==> config.mk <==
export PLATFORM = sky130hd
export DESIGN_NAME = key_conditioner
export DESIGN_NICKNAME = d
export VERILOG_FILES = /design/src/rtl/key_conditioner.sv
export SDC_FILE = /design/constraint.sdc
export NUM_CORES = 1
export LEC_CHECK = 0
export CORE_MARGIN = 4
export CORE_UTILIZATION = 47
export DETAILED_ROUTE_END_ITERATION = 10
export PLACE_DENSITY = 0.65
export RECOVER_POWER = 25
export SLEW_MARGIN = 20
export SYNTH_ARGS = -nofsm -noshare
export SYNTH_HDL_FRONTEND = slang
export SYNTH_SLANG_ARGS = --single-unit
export TNS_END_PERCENT = 5
==> constraint.sdc <==
create_clock -name clk -period 2.6 [get_ports clk]
set_clock_uncertainty 0.15 [all_clocks]
set_input_delay 0.52 -clock clk [delete_from_list [all_inputs] [get_ports clk]]
set_output_delay 0.52 -clock clk [all_outputs]
set_load 0.005 [all_outputs]
==> src/rtl/key_conditioner.sv <==
// -----------------------------------------------------------------------------
// key_conditioner
//
// Front end for the four clock-setting push-buttons. Each raw key is
// normalised to "pressed = 1", synchronised through two flops, debounced, and
// turned into single-clock press pulses. Keys enabled in REPEAT_MASK also emit
// auto-repeat pulses while they stay held. The four channels are independent
// copies of the same logic; there is no priority between keys.
//
// Ports
//   clk       system clock
//   reset     asynchronous, active-low reset
//   key_raw   raw button levels; bit0 -> key1 ... bit3 -> key4
//   key1..4   single-clock press / repeat pulse per channel
//   key_held  debounced pressed level per channel
//
// Handshake: none. key1..key4 are fire-and-forget pulses with no ready path;
// the consumer must sample them on every clock.
//
// Per-channel control state (FSM state, repeat counter, pulse register) is
// kept in one packed struct, g_chan[i].ctl, so it can be probed directly.
// -----------------------------------------------------------------------------
module key_conditioner #(
    parameter int unsigned DEB_CYCLES     = 500000,   // stable clocks before a level is accepted, >= 2
    parameter int unsigned REPEAT_DELAY   = 25000000, // press pulse to first repeat pulse, >= 1
    parameter int unsigned REPEAT_PERIOD  = 5000000,  // spacing of later repeat pulses, >= 1
    parameter logic [3:0]  REPEAT_MASK    = 4'b0110,  // bit i enables auto-repeat on key i+1
    parameter bit          KEY_ACTIVE_LOW = 1'b1      // 1: raw key reads 0 when pressed
) (
    input  logic       clk,
    input  logic       reset,
    input  logic [3:0] key_raw,
    output logic       key1,
    output logic       key2,
    output logic       key3,
    output logic       key4,
    output logic [3:0] key_held
);

    // The repeat counter only ever counts up to the larger of the two
    // intervals minus one, so it is sized for that value.
    localparam int unsigned REP_MAX = (REPEAT_DELAY > REPEAT_PERIOD) ? REPEAT_DELAY : REPEAT_PERIOD;
    localparam int unsigned REP_W   = (REP_MAX > 1) ? $clog2(REP_MAX) : 1;
    localparam int unsigned DEB_W   = (DEB_CYCLES > 1) ? $clog2(DEB_CYCLES) : 1;

    localparam logic [DEB_W-1:0] DEB_LAST    = DEB_W'(DEB_CYCLES - 1);
    localparam logic [REP_W-1:0] DELAY_LAST  = REP_W'(REPEAT_DELAY - 1);
    localparam logic [REP_W-1:0] PERIOD_LAST = REP_W'(REPEAT_PERIOD - 1);

    typedef enum logic [1:0] {
        IDLE     = 2'd0,
        WAIT_REP = 2'd1,
        REPEAT   = 2'd2
    } rep_state_t;

    typedef struct packed {
        rep_state_t       state;
        logic [REP_W-1:0] rep_cnt;
        logic             pulse;
    } chan_ctl_t;

    logic [3:0] key_norm;
    logic [3:0] pulse_vec;
    logic [3:0] held_vec;

    // Internally a pressed key is always 1.
    assign key_norm = KEY_ACTIVE_LOW ? ~key_raw : key_raw;

    for (genvar i = 0; i < 4; i++) begin : g_chan
        logic             sync1;
        logic             sync2;
        logic             deb;
        logic [DEB_W-1:0] deb_cnt;
        logic             differs;
        logic             accept;
        logic             press_acc;
        logic             rel_acc;
        chan_ctl_t        ctl;
        chan_ctl_t        ctl_next;

        // Two-flop synchroniser; reset value is "released".
        always_ff @(posedge clk or negedge reset) begin
            if (!reset) begin
                sync1 <= 1'b0;
                sync2 <= 1'b0;
            end else begin
                sync1 <= key_norm[i];
                sync2 <= sync1;
            end
        end

        // A new level is accepted on the edge where it has already differed
        // from the debounced state for DEB_CYCLES-1 consecutive clocks and
        // still differs. Any return to the debounced level restarts the run.
        assign differs   = sync2 ^ deb;
        assign accept    = differs && (deb_cnt == DEB_LAST);
        assign press_acc = accept && sync2;
        assign rel_acc   = accept && !sync2;

        always_ff @(posedge clk or negedge reset) begin
            if (!reset) begin
                deb     <= 1'b0;
                deb_cnt <= '0;
            end else if (!differs) begin
                deb_cnt <= '0;
            end else if (accept) begin
                deb     <= sync2;
                deb_cnt <= '0;
            end else begin
                deb_cnt <= deb_cnt + DEB_W'(1);
            end
        end

        // Pulse FSM state register. The pulse is registered on the same edge
        // that accepts the press, so it is visible right after that edge.
        always_ff @(posedge clk or negedge reset) begin
            if (!reset) begin
                ctl <= '{state: IDLE, rep_cnt: '0, pulse: 1'b0};
            end else begin
                ctl <= ctl_next;
            end
        end

        // Pulse FSM next-state logic. A release accepted on the same edge as
        // a due repeat wins: the channel returns to IDLE without a pulse.
        // Keys without auto-repeat park in WAIT_REP with the counter frozen.
        always_comb begin
            ctl_next       = ctl;
            ctl_next.pulse = 1'b0;
            if (rel_acc) begin
                ctl_next.state   = IDLE;
                ctl_next.rep_cnt = '0;
            end else begin
                unique case (ctl.state)
                    IDLE: begin
                        if (press_acc) begin
                            ctl_next.pulse   = 1'b1;
                            ctl_next.rep_cnt = '0;
                            ctl_next.state   = WAIT_REP;
                        end
                    end
                    WAIT_REP: begin
                        if (REPEAT_MASK[i]) begin
                            if (ctl.rep_cnt == DELAY_LAST) begin
                                ctl_next.pulse   = 1'b1;
                                ctl_next.rep_cnt = '0;
                                ctl_next.state   = REPEAT;
                            end else begin
                                ctl_next.rep_cnt = ctl.rep_cnt + REP_W'(1);
                            end
                        end
                    end
                    REPEAT: begin
                        if (ctl.rep_cnt == PERIOD_LAST) begin
                            ctl_next.pulse   = 1'b1;
                            ctl_next.rep_cnt = '0;
                        end else begin
                            ctl_next.rep_cnt = ctl.rep_cnt + REP_W'(1);
                        end
                    end
                    default: begin
                        ctl_next.state   = IDLE;
                        ctl_next.rep_cnt = '0;
                    end
                endcase
            end
        end

        assign pulse_vec[i] = ctl.pulse;
        assign held_vec[i]  = deb;
    end

    assign key1     = pulse_vec[0];
    assign key2     = pulse_vec[1];
    assign key3     = pulse_vec[2];
    assign key4     = pulse_vec[3];
    assign key_held = held_vec;

endmodule
==> results.json <==
{
  "port_buffers": 13,
  "ff2ff_setup_slack_ns": 0.1,
  "p_leak_nw": 3.76,
  "reg2reg_to": "g_chan[2].ctl[6]$_DFFE_PN0P_",
  "slew_headroom_pct": 56.6,
  "worst_slew_pin_slew_ns": 0.651,
  "hp-class": "register to register",
  "synth.yosys.warnings": 0,
  "synth_top_cell_by_area": "dfrtp_1",
  "synth_edf_count": 0,
  "place.gp.congestion": 0.859,
  "fin_ws_ns": 0.0998,
  "initial_utilization_pct": 47.7,
  "cts.sinks": 148,
  "grt-ovfl-total": 0,
  "cts_tree": "built",
  "detail_route.first_pass.iterations": 5,
  "synth_top_area_share_pct": 49.1,
  "vias_per_cell": 5.55,
  "rows": 46,
  "fin_crit_ns": 2.50,
  "r2r-start": "g_chan[2].deb_cnt[0]$_DFF_PN0_",
  "synthDistinctLibCells": 56,
  "cts.clk_slew.worst_paths_ns": 0.06,
  "clockBufferDepth": 2,
  "die_w_um": 135,
  "antenna_found_initial": 0,
  "hold_viol": 0,
  "via_count": 5873,
  "hp-start": "g_chan[1].sync1$_DFF_PN0_",
  "setup_viol": 0,
  "wl_um": 15400,
  "max_freq_mhz": 400,
  "drive_gt1_share_pct": 12.5,
  "avgRoutedWirePerCell_um": 14.6,
  "ys.flop_type": "dfrtp_1",
  "rsz0062_at_grt": "true",
  "drv_cap": 0,
  "status": "complete, no violations",
  "finalMaxSlewViolations": 0,
  "synth.avg_cell_area_um2": 9.58,
  "die_h_um": 135,
  "htreeDepth": 4,
  "crit_arrival_ns": 2.64,
  "worstSetupPathType": "register to register",
  "start_kind": "register",
  "seq_area_frac_synth_pct": 49.1,
  "hpwl_um": 10600,
  "ys_ff_latch": 148,
  "yosysMostFrequentCell": "dfrtp_1",
  "pre_cts_ws_ns": -0.0932,
  "grt_pass1_wl_um": 26700,
  "core_area_mm2": 0.0158,
  "peakVddDrop_uv": 423,
  "final_nets": 844,
  "die-area_mm2": 0.0182,
  "ant_nets": 0,
  "cts_setup_buffers": 0,
  "path_max_fanout": 12,
  "reg2reg_depth": 7,
  "drc": 0,
  "synthCells": 788,
  "powerDensity_mw_per_mm2": 568,
  "syn_area_mm2": 0.00755,
  "synthTopCellsByArea": "dfrtp_1, nor2_1, xor2_1, nand3_1, xnor2_1",
  "io_pins": 14,
  "ys_top_cells_by_count": "dfrtp_1, nor2_1, nand3_1, nand2_1, xor2_1",
  "grt_max_degree": 60,
  "synthArstFlopShare_pct": 100,
  "areaGrowthSynthToFinish_pct": 16.4,
  "clk_latency_ns": 0.42,
  "cp.required_ns": 2.74,
  "cts_made_buffers": 17,
  "endpoint_kind": "register",
  "drt_iter0_drc": 460,
  "cts_root_buf": "clkbuf_16",
  "min_to": "g_chan[1].sync2$_DFF_PN0_",
  "syn_nets": 802,
  "n_antenna_cell": 0,
  "holdPathStages": 0,
  "grt_pass1_vias": 5723,
  "finalSetupTns_ns": 0,
  "min_period_over_period_pct": 96.2,
  "grtUsageTotal_pct": 17.7
}
-- cells by family after synthesis --
| family | synth area share, % |
|---|---|
| flip-flops | 49.1 |
| AND/OR/NAND/NOR | 27.8 |
| multiplexers | 1.29 |
| AO/OA/AOI/OAI | 9.07 |
| buffers and inverters | 3.35 |
| XOR/XNOR | 8.12 |
| adder cells (fa/ha/maj) | 1.33 |
-- critical path, cell delays in order (launching register included) --
cell,delay [ns]
dfrtp_1,0.38
ha_2,0.22
and4_4,0.26
nand4_1,0.12
or4b_4,0.58
o21a_1,0.16
buf_4,0.19
a221o_1,0.31
-- layer usage --
metal  up-vias  wire length [µm]  GRT usage, %
li1       2873                 -             -
met1      2879              7240          24.2
met2       108              7430          28.8
met3        13               615          4.21
met4         0               152          4.13
met5         -                 0             0
-- cell usage in the layout, fill, tap and decap left out, types with 11 or more instances in the layout --
| master | n |
|---|---|
| a21o_1 | 15 |
| a21oi_1 | 25 |
| a22o_1 | 11 |
| and3_1 | 19 |
| and4_1 | 11 |
| buf_4 | 36 |
| clkbuf_16 | 17 |
| dfrtp_1 | 148 |
| inv_1 | 24 |
| nand2_1 | 60 |
| nand3_1 | 71 |
| nand4_1 | 31 |
| nor2_1 | 114 |
| o21ai_0 | 22 |
| or3_1 | 16 |
| xnor2_1 | 28 |
| xor2_1 | 42 |
-- metrics by stage --
stage | instances | hold WS, ns | util [%] | area (µm²) | total power, mW
2_1_floorplan | 788 | 0.0744 | - | 7550 | 2.43
3_3_place_gp | 1025 | 0.184 | 51.2 | 8100 | 2.50
3_5_place_dp | 1025 | 0.187 | 51.2 | 8100 | 2.51
4_1_cts | 1058 | 0.201 | 55.2 | 8740 | 5.06
5_1_grt | 1059 | 0.210 | 55.5 | 8790 | 5.19
6_report | 1059 | 0.198 | 55.5 | 8790 | 4.99
-- how the worst max path moves through the flow --
| stage | start | to | slack (ns) |
|---|---|---|---|
| final | g_chan[2].deb_cnt[0]$_DFF_PN0_ | g_chan[2].ctl[6]$_DFFE_PN0P_ | 0.1 |
| after detailed placement | g_chan[2].ctl[2]$_DFFE_PN0P_ | g_chan[2].ctl[13]$_DFFE_PN0P_ | -0.09 |
| after global placement | g_chan[2].ctl[1]$_DFFE_PN0P_ | g_chan[2].ctl[23]$_DFFE_PN0P_ | -0.04 |
| after CTS | g_chan[1].deb_cnt[1]$_DFF_PN0_ | g_chan[1].ctl[3]$_DFFE_PN0P_ | 0.07 |
| after floorplan | g_chan[2].deb_cnt[0]$_DFF_PN0_ | g_chan[2].ctl[6]$_DFFE_PN0P_ | 0.30 |
| after global routing | g_chan[2].deb_cnt[0]$_DFF_PN0_ | g_chan[2].ctl[6]$_DFFE_PN0P_ | -0.02 |
-- power by group --
| group | internal [mW] | switching, mW | total [mW] |
|---|---|---|---|
| Clock | 1.54 | 0.984 | 2.53 |
| Combinational | 0.0362 | 0.0825 | 0.119 |
| Sequential | 2.32 | 0.0194 | 2.34 |
| Total | 3.90 | 1.09 | 4.99 |
-- what timing repair did --
item	4_1_cts	5_1_grt
resized for setup	1	8
setup endpoints to repair	8	31
hold buffers	1	0
pin swaps	0	3
hold endpoints to repair	55	0
gates cloned	0	1
-- layout make-up --
class                      instances  area (µm²)
tap                              216         270
clock inverter                    14         176
sequential                       148        3700
inverter                          24        90.1
clock buffer                      18         439
fill                            1385        7040
multi-input combinational        587        3660
timing repair buffer              52         452
-- sequential cells by signal (all words and copies together), names as in the netlist --
name and cells:
g_chan.deb 4, g_chan.ctl 56, key1 1, key2 1, key4 1, g_chan.sync2 4
g_chan.deb_cnt 76, g_chan.sync1 4, key3 1
Note: power is estimated with default switching activity, not from simulation.
